**src/rtl/pucch_sched.sv**
```systemverilog
// pucch_sched: round-robin request arbiter and run supervisor
// for the shared pucch symbol generator engine.
module pucch_sched #(
  parameter int NREQ    = 2,
  parameter int TIMEOUT = 400,
  parameter int CFGW    = 42,
  localparam int IDW    = $clog2(NREQ)
) (
  input  logic                 clk,
  input  logic                 rst,
  input  logic [NREQ-1:0]      i_req_valid,
  input  logic [NREQ*CFGW-1:0] i_req_cfg,
  output logic [NREQ-1:0]      o_req_ready,
  output logic [2:0]           o_pucch_format,
  output logic [3:0]           o_symStart,
  output logic [3:0]           o_nPUCCHSym,
  output logic [1:0]           o_ack,
  output logic [1:0]           o_lenACK,
  output logic                 o_sr,
  output logic                 o_lenSR,
  output logic [3:0]           o_m0,
  output logic [7:0]           o_nslot,
  output logic [9:0]           o_nid,
  output logic [2:0]           o_occi,
  output logic                 o_eng_start,
  input  logic                 i_eng_valid,
  input  logic                 i_eng_done,
  output logic                 o_busy,
  output logic                 o_rsp_valid,
  output logic [IDW-1:0]       o_rsp_id,
  output logic [1:0]           o_rsp_status,
  output logic [7:0]           o_rsp_count
);

  localparam int WDW = $clog2(TIMEOUT + 1);

  typedef enum logic [2:0] {
    S_IDLE,
    S_CHECK,
    S_START,
    S_RUN,
    S_REPORT
  } state_t;

  state_t          r_state;
  state_t          w_next;
  logic [IDW-1:0]  r_rr;
  logic [IDW-1:0]  r_id;
  logic [CFGW-1:0] r_cfg;
  logic [7:0]      r_exp;
  logic [7:0]      r_cnt;
  logic [WDW-1:0]  r_wd;
  logic [1:0]      r_status;

  logic            w_any;
  logic [IDW-1:0]  w_gnt;
  logic [IDW-1:0]  w_rr_nxt;
  int              w_idx;
  logic            w_bad;
  logic [7:0]      w_exp;
  logic [7:0]      w_cnt_nxt;
  logic            w_to;
  logic            w_cfg_on;
  logic            w_f0ok;
  logic            w_f1ok;

  logic [2:0] w_fmt;
  logic [3:0] w_sym0;
  logic [3:0] w_nsym;
  logic [1:0] w_lena;

  assign w_fmt  = r_cfg[41:39];
  assign w_sym0 = r_cfg[38:35];
  assign w_nsym = r_cfg[34:31];
  assign w_lena = r_cfg[28:27];

  // first valid requester at or after the round-robin pointer
  always_comb begin
    w_any = 1'b0;
    w_gnt = '0;
    w_idx = 0;
    for (int k = 0; k < NREQ; k++) begin
      w_idx = int'(r_rr) + k;
      if (w_idx >= NREQ) w_idx = w_idx - NREQ;
      if (!w_any && i_req_valid[w_idx]) begin
        w_any = 1'b1;
        w_gnt = IDW'(w_idx);
      end
    end
  end

  assign w_rr_nxt = (int'(w_gnt) == NREQ - 1) ?
                    '0 : w_gnt + 1'b1;

  assign w_f0ok = (w_fmt == 3'd0) &&
                  (w_nsym >= 4'd1) && (w_nsym <= 4'd2);
  assign w_f1ok = (w_fmt == 3'd1) &&
                  (w_nsym >= 4'd4) && (w_nsym <= 4'd14);

  always_comb begin
    w_bad = 1'b1;
    w_exp = '0;
    unique case (1'b1)
      w_f0ok: begin
        w_bad = 1'b0;
        w_exp = {4'd0, w_nsym} * 8'd12;
      end
      w_f1ok: begin
        w_bad = 1'b0;
        w_exp = {5'd0, w_nsym[3:1]} * 8'd12;
      end
      default: w_bad = 1'b1;
    endcase
    if (({1'b0, w_sym0} + {1'b0, w_nsym}) > 5'd14 ||
        w_lena > 2'd2)
      w_bad = 1'b1;
  end

  // a valid coincident with done still counts
  assign w_cnt_nxt = (i_eng_valid && r_cnt != 8'hFF) ?
                     r_cnt + 8'd1 : r_cnt;
  assign w_to = (r_wd == WDW'(TIMEOUT - 1));

  always_ff @(posedge clk or posedge rst) begin
    if (rst) r_state <= S_IDLE;
    else     r_state <= w_next;
  end

  always_comb begin
    w_next = r_state;
    unique case (r_state)
      S_IDLE:   if (w_any) w_next = S_CHECK;
      S_CHECK:  w_next = w_bad ? S_REPORT : S_START;
      S_START:  w_next = S_RUN;
      S_RUN:    if (i_eng_done || w_to) w_next = S_REPORT;
      S_REPORT: w_next = S_IDLE;
      default:  w_next = S_IDLE;
    endcase
  end

  always_ff @(posedge clk or posedge rst) begin
    if (rst) begin
      r_rr     <= '0;
      r_id     <= '0;
      r_cfg    <= '0;
      r_exp    <= '0;
      r_cnt    <= '0;
      r_wd     <= '0;
      r_status <= '0;
    end else begin
      unique case (r_state)
        S_IDLE: begin
          if (w_any) begin
            r_cfg    <= i_req_cfg[int'(w_gnt)*CFGW +: CFGW];
            r_id     <= w_gnt;
            r_rr     <= w_rr_nxt;
            r_cnt    <= '0;
            r_status <= 2'd0;
          end
        end
        S_CHECK: begin
          r_exp <= w_exp;
          if (w_bad) r_status <= 2'd1;
        end
        S_START: begin
          r_cnt <= '0;
          r_wd  <= '0;
        end
        S_RUN: begin
          r_cnt <= w_cnt_nxt;
          if (!w_to) r_wd <= r_wd + 1'b1;
          if (i_eng_done)
            r_status <= (w_cnt_nxt == r_exp) ? 2'd0 : 2'd2;
          else if (w_to)
            r_status <= 2'd3;
        end
        default: ;
      endcase
    end
  end

  assign w_cfg_on = (r_state == S_START) ||
                    (r_state == S_RUN) ||
                    (r_state == S_REPORT);

  always_comb begin
    o_req_ready  = '0;
    o_eng_start  = 1'b0;
    o_busy       = (r_state != S_IDLE);
    o_rsp_valid  = 1'b0;
    o_rsp_id     = '0;
    o_rsp_status = '0;
    o_rsp_count  = '0;
    unique case (r_state)
      S_IDLE:
        if (w_any) o_req_ready = NREQ'(1) << w_gnt;
      S_START:
        o_eng_start = 1'b1;
      S_REPORT: begin
        o_rsp_valid  = 1'b1;
        o_rsp_id     = r_id;
        o_rsp_status = r_status;
        o_rsp_count  = r_cnt;
      end
      default: ;
    endcase
  end

  assign {o_pucch_format, o_symStart, o_nPUCCHSym,
          o_ack, o_lenACK, o_sr, o_lenSR, o_m0,
          o_nslot, o_nid, o_occi} =
         w_cfg_on ? r_cfg : '0;

endmodule

```
**config.mk**
```make
export PLATFORM = sky130hd
export DESIGN_NAME = pucch_sched
export DESIGN_NICKNAME = d
export VERILOG_FILES = /design/src/rtl/pucch_sched.sv
export SDC_FILE = /design/constraint.sdc
export NUM_CORES = 1
export LEC_CHECK = 0
export CORE_MARGIN = 2
export CORE_UTILIZATION = 39
export CTS_BUF_LIST = sky130_fd_sc_hd__clkbuf_8
export CTS_CLUSTER_DIAMETER = 50
export DETAILED_ROUTE_END_ITERATION = 8
export PLACE_DENSITY = 0.84
export SETUP_SLACK_MARGIN = 0.1
export SLEW_MARGIN = 40
export SYNTH_ARGS = -nofsm -noshare
export SYNTH_HDL_FRONTEND = slang
export SYNTH_SLANG_ARGS = --single-unit
```
**constraint.sdc**
```tcl
create_clock -name clk -period 2.3 [get_ports clk]
set_input_delay 0.46 -clock clk [delete_from_list [all_inputs] [get_ports clk]]
set_output_delay 0.46 -clock clk [all_outputs]
set_load 0.02 [all_outputs]
```
======== After elaboration in Yosys (flattened, before gate mapping) ========
Cells that the tools add are included.
W data, S select, Z words.
word-level totals
  bits in registers ....................... 74
  input port bits ......................... 90
  output and inout port bits .............. 58
  word-level logic and storage cells ...... 105
cells by class
  add/subtract/negate cells ............... 7
  multiply operators ...................... 3
  $lt $le $gt $ge ......................... 10
  eq/ne operators ......................... 13
  shift-type cells ........................ 2
  multiplexer cells ....................... 39
  reductions and logical operators ........ 23
operator list
  operator               count
  $shiftx A84 B8 Y42     1
  $lt A32 B3 Y1 const B  2
  $mux W32               2
  $mux W42               1
  $mux W8                3
  $pmux W8 S3            1
  $pmux W9 S2            1
  $mux W1                16
  $mux W2                8
  $pmux W8 S2            1
  $pmux W3 S4            1
  $add A9 B1 Y9 const B  1
  $eq A9 B9 Y1 const B   1
  $mux W3                3
  $mux W9                1
  $reduce_bool A3 Y1     3
  $add A8 B1 Y8 const B  1
  $eq A8 B8 Y1           1
  $ne A2 B2 Y1 const B   4
  $ne A8 B8 Y1 const B   1
  $reduce_and A2 Y1      4
  $eq A3 B1 Y1 const B   2
  $eq A3 B2 Y1 const B   2
  $logic_and A1 B1 Y1    6
  other kinds (26)       30

======== Logic depth before layout (Yosys ltp) ========
Gate-level depths: netlist of run 1.
  word-level depth ........................ 12
  mapped depth ............................ 8
  depth with buffers taken out ............ 8

======== Worst setup path before layout of run 1 ========
Ideal clock, no wire load.
  path type ............................... register to output
  start ................................... reg r_state[2]
  end ..................................... out o_req_ready[1]
  arrival time ............................ 1.954 ns
  data required time ...................... 1.840 ns
  slack ................................... -0.114 ns
  cell stages (with the launch flop) ...... 7
  path buffers ............................ 3
  cell sequence ........................... dfrtp_1 or3_1 clkbuf_1 or2_1 clkbuf_1 buf_2 nor2_1
on the way
  longest elaborated chain between the ends .. 2
ends and longest elaborated chain
  item                    RTL line  text
  from (decl)             45        state_t r_state;
  from (signal assigned)  126       else r_state <= w_next;
  $logic_not A3 Y1        194       unique case (r_state)
  $mux W2                 194
  to (decl)               13        output logic [NREQ-1:0] o_req_ready,
No other way between the ends.

======== Worst setup path in the final report of run 1 ========
  start ................................... reg r_cfg[31]
  end ..................................... reg r_status[0]
on the way
  longest elaborated chain between the ends .. 8
  elaborated cells on any way between the ends .. 16
  those cells by class .................... add/sub: 1; order compare: 5; eq/ne: 1; mux: 2; reduce/logical: 7
ends and longest elaborated chain
  item                                                   RTL line  text
  from (decl)                                            49        logic [CFGW-1:0] r_cfg;
  from (signal assigned)                                 154       r_cfg <= i_req_cfg[int'(w_gnt)*CFGW +: CFGW];
  branches (longest 5 deep; another with $add A4 B4 Y5)  --
  $mux W1 *                                              114       if (({1'b0, w_sym0} + {1'b0, w_nsym}) > 5'd14 ||
  $ne A2 B2 Y1 (no line) *                               --
  $reduce_and A4 Y1 (no line) *                          --
  to (signal assigned)                                   173       r_status <= (w_cnt_nxt == r_exp) ? 2'd0 : 2'd2;
  to (decl)                                              53        logic [1:0] r_status;
Every way passes the cells marked *.
A chain may end at the register's enable or synchronous reset.

==> flow_summary.ini, run 1 <==
[run_status]
status = complete, no violations

[floorplanning]
core_um2 = 10900
ios = 148
num_rows = 38
dieArea_um2 = 12100
fp.dieW_um = 110
start_util_pct = 40.2
fp.dieH_um = 110

[synth]
async_flop_share_pct = 100
synth-main-ff-cell = dfrtp_1
muxShareOfSynthArea_pct = 8.50
synth-seq-cells = 72
yosysWarnings = 0
syn_nets = 587
ys_types = 56
synth-xor-area-share_pct = 3.00
syn_inst = 479
synth-simple-area-share_pct = 22.0
synth_compound_area_share_pct = 15.8
syn_area_per_cell_um2 = 9.13
syn_area_um2 = 4370
ys_seq_area_share_pct = 41.2
synth_top_family_by_area = simple AND/OR/NAND/NOR gates
synth_fa_ha_area_share_pct = 5.67
synth_edf_count = 0

[sta]
fin_crit_ns = 2.29
drv_slew = 0
fin_skew_ns = 0.0162
max_freq_mhz = 437
relSlewSlack_pct = 57.2
rsz0062_at_grt = yes
worst_pin_slew_ns = 0.639
timing.final.ws_setup_ns = 0.0126
fin_crit_sh_pct = 99.5
setup_viol = 0
hold_viol_final = 0

[cells_and_area]
synthToLayoutAreaGrowth_pct = 50.3
stdcell_count = 799
layout_commonest_cell = clkdlybuf4s50_1
final_cell_mix = clkdlybuf4s50_1 (89), dfrtp_1 (69), nand2_1 (57)
nNetsFinal = 762
num_antenna_cells = 0
drive_gt1_share_pct = 23.8

[worst_setup_path]
crit_type = flip-flop to flip-flop
arrival_ns = 2.51
end_kind = flip-flop
worst_setup_path_start_kind = flip-flop
worstPathMaxFanout = 3
crit_required_ns = 2.53

[drt]
wl_um = 12500
drt_first_pass_iters = 5
top_layer = met4
wl_met3_um = 788
ant_nets = 0
via_per_inst = 5.37
post_drt_wl_per_cell_um = 15.6
wl_met2_um = 6530
drc = 0
wl_met1_um = 4930
vias = 4290
drtIter0Drc = 166

[power_and_ir_drop]
post-layout-total-power_mw = 7.84
power.leakage_nw = 3.06
p_per_area_nw_per_um2 = 1190
vdd_drop_max_mv = 0.647

[global_route]
grt.overflow.total = 0
grt_max_degree = 73
grt_pass1_vias = 4190
grtUsageTotal_pct = 20.8
grt_pass1_wl_um = 19600
antenna_found_initial = 0

[placed_design]
portBuffers = 147
pre_cts_slack_ns = -0.268
gp_congestion = 0.840
place_inst = 770
dp_hpwl_um = 8960

[clock_network]
cts_sinks = 72
clkLatencyLatePin_ns = 0.35
path_clk_slew_ns = 0.09
numCtsBuffers = 9
cts_tree = yes
cts-root-buf = clkbuf_8
clk_path_buf_depth = 2
htreeDepth = 3

[hold_path]
hp-class = flip-flop to flip-flop

[job]
maxCapViolations = 0
==> path summary, 6_finish.rpt <==
kind | from | end | slack [ns] | cells past startpoint
worst min-delay path | r_id | r_id | 0.48 | 1
worst max-delay path | r_cfg[31] | r_status[0] | 0.01 | 8
max in group asynchronous | rst | r_cfg[32] | 1.41 | 3
min in group asynchronous | rst | r_cfg[5] | 0.56 | 3
worst min register to register | r_id | r_id | 0.48 | 1
worst max register to register | r_cfg[31] | r_status[0] | 0.01 | 8
==> routing by layer <==
metal	up-vias	GRT usage, %
met5	-	0
met1	2059	25.7
met2	177	35.6
met3	29	4.33
li1	2025	-
met4	0	7.96
==> what timing repair did <==
action                                  4_1_cts  5_1_grt
pin swaps                                     7        5
buffers inserted                              7        6
endpoints found under the setup margin       61       65
resized for setup                           167      131
cloned                                        2        0
hold buffers                                  0        0
==> worst max-delay path: stages (launching register included) <==
cell and delay [ns]:
dfrtp_1 0.40, ha_2 0.20, fa_2 0.35, a21o_1 0.18, a221oi_2 0.26, o211ai_1 0.19, nor3_2 0.20, nor2_1 0.09
mux2_4 0.30
==> cells by family (layout without fill, tap and decap cells) <==
logic type	Yosys count	count (layout)
buffers and inverters	42	220
DFF	72	72
xor gates and xnor gates	15	15
adders and majority gates	18	18
AOI/OAI and AO/OA	112	112
and+or+nand+nor	183	185
muxes	37	37
==> cell usage after synthesis (2+ instances only) <==
library cell,count,area [µm²]
dfrtp_1,72,1800
nand3_1,8,40.0
mux2i_1,36,360
o22ai_1,2,12.5
nor2b_1,39,244
o21ai_1,42,210
a31oi_1,4,25.0
buf_1,3,11.3
nor2_1,27,101
a21oi_1,12,60.1
xor2_1,8,70.1
a21o_1,4,30.0
o211ai_1,3,22.5
o21ai_0,15,75.1
buf_2,2,10.0
nand4_1,4,25.0
and4_1,4,35.0
nor4_1,5,31.3
clkbuf_1,21,78.8
ha_1,15,188
nand3b_1,3,22.5
xnor2_1,7,61.3
or3_1,3,18.8
o21a_1,3,22.5
fa_1,3,60.1
nor3_1,4,20.0
o211a_1,2,20.0
a22oi_1,13,97.6
nand2b_1,6,37.5
and3_1,4,25.0
and2_1,11,68.8
nand2_1,57,214
inv_1,14,52.6
==> where the power goes <==
group          internal [mW]  switching [mW]  total (mW)  leakage [nW]
combinational           2.12            2.58        4.70          2.04
clock                  0.527           0.479        1.01         0.109
sequential              1.77           0.356        2.13         0.910
total                   4.42            3.41        7.84          3.06
==> sequential cells by signal, indices dropped and copies added (netlist names) <==
signal,cells
r_cfg,42
r_cnt,8
r_exp,6
r_id,1
r_rr,1
r_state,3
r_status,2
r_wd,9
==> metrics by stage <==
| stage | util (%) | instance area, µm² | hold slack, ns | setup TNS (ns) |
|---|---|---|---|---|
| global route | 60.4 | 6570 | 0.498 | -0.102 |
| global placement | 56.8 | 6190 | 0.453 | -8.54 |
| floorplan | - | 4400 | 0.441 | 0 |
| detailed placement | 57.1 | 6210 | 0.466 | -4.89 |
| finish | 60.4 | 6570 | 0.480 | 0 |
| CTS | 60.4 | 6580 | 0.482 | -0.0672 |
==> final cells by class <==
| type | count | area, µm² |
|---|---|---|
| clock buffer | 10 | 138 |
| clock inverter | 6 | 60.1 |
| fill | 896 | 4320 |
| inverter | 15 | 60.1 |
| multi-input combinational | 367 | 2640 |
| sequential | 72 | 1810 |
| tap | 140 | 175 |
| timing repair buffer | 189 | 1690 |
(Power assumes the default switching activity.)
==> inputs of run 2 (changes only) <==
--- a/config.mk
+++ b/config.mk
@@ -10,7 +10,7 @@
 export CTS_BUF_LIST = sky130_fd_sc_hd__clkbuf_8
 export CTS_CLUSTER_DIAMETER = 50
 export DETAILED_ROUTE_END_ITERATION = 8
-export PLACE_DENSITY = 0.84
+export PLACE_DENSITY = 0.81
 export SETUP_SLACK_MARGIN = 0.1
 export SLEW_MARGIN = 40
 export SYNTH_ARGS = -nofsm -noshare
==> constraint.sdc (replaced) <==
create_clock -name clk -period 2.49 [get_ports clk]
set_input_delay 0.498 -clock clk [delete_from_list [all_inputs] [get_ports clk]]
set_output_delay 0.498 -clock clk [all_outputs]
set_load 0.02 [all_outputs]
==> run 2 against run 1 <==
Compared with the run above: power fell by 16%; sequential power fell by 8%; highest routed layer unchanged; via count fell by 3.8%; critical path type unchanged.
==> flow_summary.ini, run 2 (synthesis gave the netlist of run 1 again) <==
[drt]
via_per_inst = 5.20
vias = 4127
wl_um = 11800
drtIter0Drc = 214
drc = 0
drt_first_pass_iters = 4
post_drt_wl_per_cell_um = 14.9
ant_nets = 0

[placed_design]
place_area_um2 = 6180
gp_congestion = 0.829
dp_hpwl_um = 8750
place_inst = 769
portBuffers = 147

[floorplanning]
start_util_pct = 40.2
fp.dieH_um = 110
ios = 148
num_rows = 38
dieArea_um2 = 12100
core_um2 = 10900
fp.dieW_um = 110

[sta]
drv_slew = 0
rsz0062_at_grt = yes
relSlewSlack_pct = 58.4
fin_crit_ns = 2.36
fin_crit_sh_pct = 94.6
fin_skew_ns = 0.0107
setup_viol = 0
worst_pin_slew_ns = 0.623
max_freq_mhz = 424
hold_ws_ns = 0.482
hold_viol_final = 0

[power_and_ir_drop]
p_per_area_nw_per_um2 = 1040
power.leakage_nw = 3.04
vdd_drop_max_mv = 0.551
post-layout-total-power_mw = 6.59

[global_route]
grt_use_met1_pct = 23.5
gr-usage-met3_pct = 5.28
antenna_found_initial = 0
grt_pass1_vias = 4088
grt_pass1_wl_um = 18800
use_met2_pct = 34.1
grt_max_degree = 73
grt.overflow.total = 0
grtUsageTotal_pct = 19.9
top_usage_layer = met2

[worst_setup_path]
arrival_ns = 2.58
end_kind = flip-flop
crit_type = flip-flop to flip-flop
worstPathMaxFanout = 2
worst_setup_path_start_kind = flip-flop
crit_required_ns = 2.71

[clock_network]
cts_sinks = 72
clk_path_buf_depth = 2
htreeDepth = 3
cts-root-buf = clkbuf_8
clkLatencyLatePin_ns = 0.34
cts_tree = yes
numCtsBuffers = 9
path_clk_slew_ns = 0.07

[cells_and_area]
layout_commonest_cell = clkdlybuf4s50_1
largest_registers = r_cfg (42), r_wd (9), r_cnt (8)
final.fill_count = 954
num_antenna_cells = 0
synthToLayoutAreaGrowth_pct = 44.3
largest_register = r_cfg
largest_reg_flops = 42
nNetsFinal = 756
stdcell_count = 793
final_area_um2 = 6310
final_cell_mix = clkdlybuf4s50_1 (89), dfrtp_1 (71), nand2_1 (57)
drive_gt1_share_pct = 15.0

[hold_path]
hp-class = flip-flop to flip-flop

[run_status]
status = complete, no violations

[job]
maxCapViolations = 0
run 2: metal layers:
| metal | vias to the layer above | part of all wire, % |
|---|---|---|
| met2 | 172 | 50 |
| met1 | 1921 | 41 |
| met5 | - | 0 |
| li1 | 2017 | - |
| met3 | 17 | 7.2 |
| met4 | 0 | 1.6 |
run 2: timing repair:
item,4_1_cts,5_1_grt
hold endpoints to repair,0,0
hold buffers,0,0
pin swaps,4,8
endpoints found under the setup margin,59,42
gates resized for setup,139,13
setup buffers,3,3
cloned,1,1
run 2: path summary, 6_finish.rpt:
kind | endpoint | cells after the start | slack (ns) | start
max | r_status[0] | 8 | 0.13 | r_cfg[35]
min | r_cfg[18] | 2 | 0.48 | r_cfg[18]
max reg2reg | r_status[0] | 8 | 0.13 | r_cfg[35]
min reg2reg | r_cfg[18] | 2 | 0.48 | r_cfg[18]
max in group asynchronous | r_cfg[33] | 3 | 1.62 | rst
min in group asynchronous | r_wd[3] | 3 | 0.54 | rst
run 2: report_power, final:
group / total, mW / internal [mW] / leakage (nW) / switching, mW
registers: 1.95 / 1.63 / 0.913 / 0.321
clock network: 0.860 / 0.413 / 0.0927 / 0.447
logic: 3.78 / 1.63 / 2.03 / 2.15
total: 6.59 / 3.68 / 3.04 / 2.91
run 2: worst max-delay path, stage by stage (launching register included):
cell and delay [ns]:
dfrtp_1 0.42, ha_4 0.18, fa_2 0.36, a21o_1 0.18, a221oi_2 0.27, o211ai_1 0.18
nor3_2 0.23, nor2_1 0.08, mux2_1 0.32
run 2: layout make-up:
cell class	instances	area, µm²	share of cell area (%)
flip-flops and latches	72	1800	28.6
inverters	15	56.3	0.892
clock buffers	11	151	2.40
well taps	140	175	2.78
repair buffers	183	1610	25.5
multi-input cells	367	2490	39.4
clock inverters	5	32.5	0.515
run 2: metrics by stage:
step	utilization [%]	worst slack (ns)	setup TNS, ns
2_1_floorplan	-	0.142	0
3_5_place_dp	56.7	-0.149	-0.264
4_1_cts	57.5	0.0611	0
3_3_place_gp	56.6	-0.152	-3.90
5_1_grt	58.0	0.0479	0
6_report	58.0	0.134	0
==> inputs of run 3 (changes only) <==
--- a/config.mk
+++ b/config.mk
@@ -12,6 +12,7 @@
 export DETAILED_ROUTE_END_ITERATION = 8
 export PLACE_DENSITY = 0.81
 export SETUP_SLACK_MARGIN = 0.1
+export SKIP_CTS_REPAIR_TIMING = 1
 export SLEW_MARGIN = 40
 export SYNTH_ARGS = -nofsm -noshare
 export SYNTH_HDL_FRONTEND = slang
==> run 3 against run 2 <==
Compared with the run above: die area unchanged; sequential power about the same; worst hold slack got worse by 0.0043 ns; largest power group unchanged; worst setup slack got worse by 0.12 ns; critical path depth unchanged; count of clock-buffer cells in the layout unchanged; non-clock buffer count increased by 3; power increased by 8.1%; sequential cell count unchanged; wire length increased by 5.3%; global-route usage decreased by 0.28 points.
==> flow_summary.ini, run 3 (synthesis gave the netlist of run 1 again) <==
[run_status]
status = complete, no violations

[worst_setup_path]
worst_setup_path_start_kind = flip-flop
startpoint = r_cfg[35]
reg2reg_depth = 8
path_cells = ha_4 > fa_2 > a21o_1 > a221oi_2 > o211ai_1 > nor3_2 > nor2_1 > mux2_1
crit_type = flip-flop to flip-flop
worstPathMaxFanout = 3
regToRegStartpoint = r_cfg[35]
cp_slowest_cell = dfrtp_1
critPathMaxStageDelay_ns = 0.44
r2r-end = r_status[0]
r2r_slack_ns = 0.02
crit_required_ns = 2.71
arrival_ns = 2.69
end_kind = flip-flop

[global_route]
antenna_found_initial = 0
grt_pass1_vias = 4023
grt_max_degree = 73
grtUsageTotal_pct = 19.6
grt_pass1_wl_um = 18600
grt.overflow.total = 0

[clock_network]
cts-root-buf = clkbuf_8
numCtsBuffers = 9
htreeDepth = 3
clk_path_buf_depth = 2
clkLatencyLatePin_ns = 0.34
cts_sinks = 72
path_clk_slew_ns = 0.08
cts_tree = yes

[cells_and_area]
synthToLayoutAreaGrowth_pct = 52.2
layout_commonest_cell = clkdlybuf4s50_1
num_antenna_cells = 0
largest_registers = r_cfg (42), r_wd (9), r_cnt (8)
nNetsFinal = 759
stdcell_count = 796
drive_gt1_share_pct = 17.8
final_cell_mix = clkdlybuf4s50_1 (89), dfrtp_1 (70), nand2_1 (57)
largest_reg_flops = 42
largest_register = r_cfg

[hold_path]
hold-path-endpoint = r_id
hold_start = r_id
min_path_cells = 1
hp-class = flip-flop to flip-flop

[floorplanning]
start_util_pct = 40.2
num_rows = 38
core_um2 = 10900
dieArea_um2 = 12100
ios = 148
fp.dieW_um = 110
fp.dieH_um = 110

[drt]
via_per_inst = 5.19
post_drt_wl_per_cell_um = 15.6
drc = 0
wl_um = 12400
drtIter0Drc = 217
ant_nets = 0
drt_first_pass_iters = 5
vias = 4133

[placed_design]
portBuffers = 147
gp_congestion = 0.829
dp_hpwl_um = 8750
place_inst = 769
pre_cts_slack_ns = -0.149

[sta]
hold_ws_ns = 0.477
fin_crit_ns = 2.47
setup-tns-final_ns = 0
setup_viol = 0
rsz0062_at_grt = yes
fin_crit_sh_pct = 99.4
relSlewSlack_pct = 59.1
timing.final.ws_setup_ns = 0.0160
fin_skew_ns = 0.00965
hold_viol_final = 0
worst_pin_slew_ns = 0.613
max_freq_mhz = 404
drv_slew = 0

[power_and_ir_drop]
post-layout-total-power_mw = 7.13
vdd_drop_max_mv = 0.546
p_per_area_nw_per_um2 = 1070
power.leakage_nw = 3.52

[job]
maxCapViolations = 0
[run 3: changes by cell type in the layout (fill, tap and decap cells not counted), moves of 3 or more]
cell,before,now
dlymetal6s2s_1,1,33
dlygate4sd2_1,29,0
buf_2,23,0
nor2b_1,38,23
buf_4,35,46
nor2b_4,1,12
buf_6,0,10
nor2b_2,0,4
clkbuf_2,1,4
[run 3: worst max-delay path: cells and delay by family, from the launching register on]
family / cells / cell delay (ns)
compound gates: 3 / 0.67
simple gates: 2 / 0.35
fa+ha+maj: 2 / 0.57
flops: 1 / 0.44
mux: 1 / 0.32
[run 3: final cells by class]
cell class                 count  area, µm²
clock buffer                  11        151
multi-input combinational    367       2580
fill                         893       4230
tap                          140        175
inverter                      15       56.3
timing repair buffer         186       1850
clock inverter                 5       32.5
sequential                    72       1800
[run 3: worst max-delay path by stage]
stage,cells after the start,end
after floorplan,6,o_req_ready[0]
after global placement,5,o_req_ready[1]
after detailed placement,5,o_req_ready[1]
after CTS,6,o_symStart[1]
after global routing,8,r_status[0]
final,8,r_status[0]
[run 3: report_power, final]
group	switching [mW]	internal, mW
combinational	2.31	1.98
clock	0.453	0.413
sequential	0.339	1.64
total	3.10	4.03
[run 3: metal layers]
metal	track usage [%]	vias up	wire length (µm)
met5	0	-	0
met4	7.41	0	221
met3	5.22	20	915
met2	33.7	159	6380
met1	23.3	1927	4910
li1	-	2027	-
[run 3: metrics by stage]
step | utilization, % | cell area [µm²]
finish | 61.1 | 6660
global route | 61.1 | 6660
CTS | 58.4 | 6360
detailed placement | 56.7 | 6180
global placement | 56.6 | 6160
floorplan | - | 4380
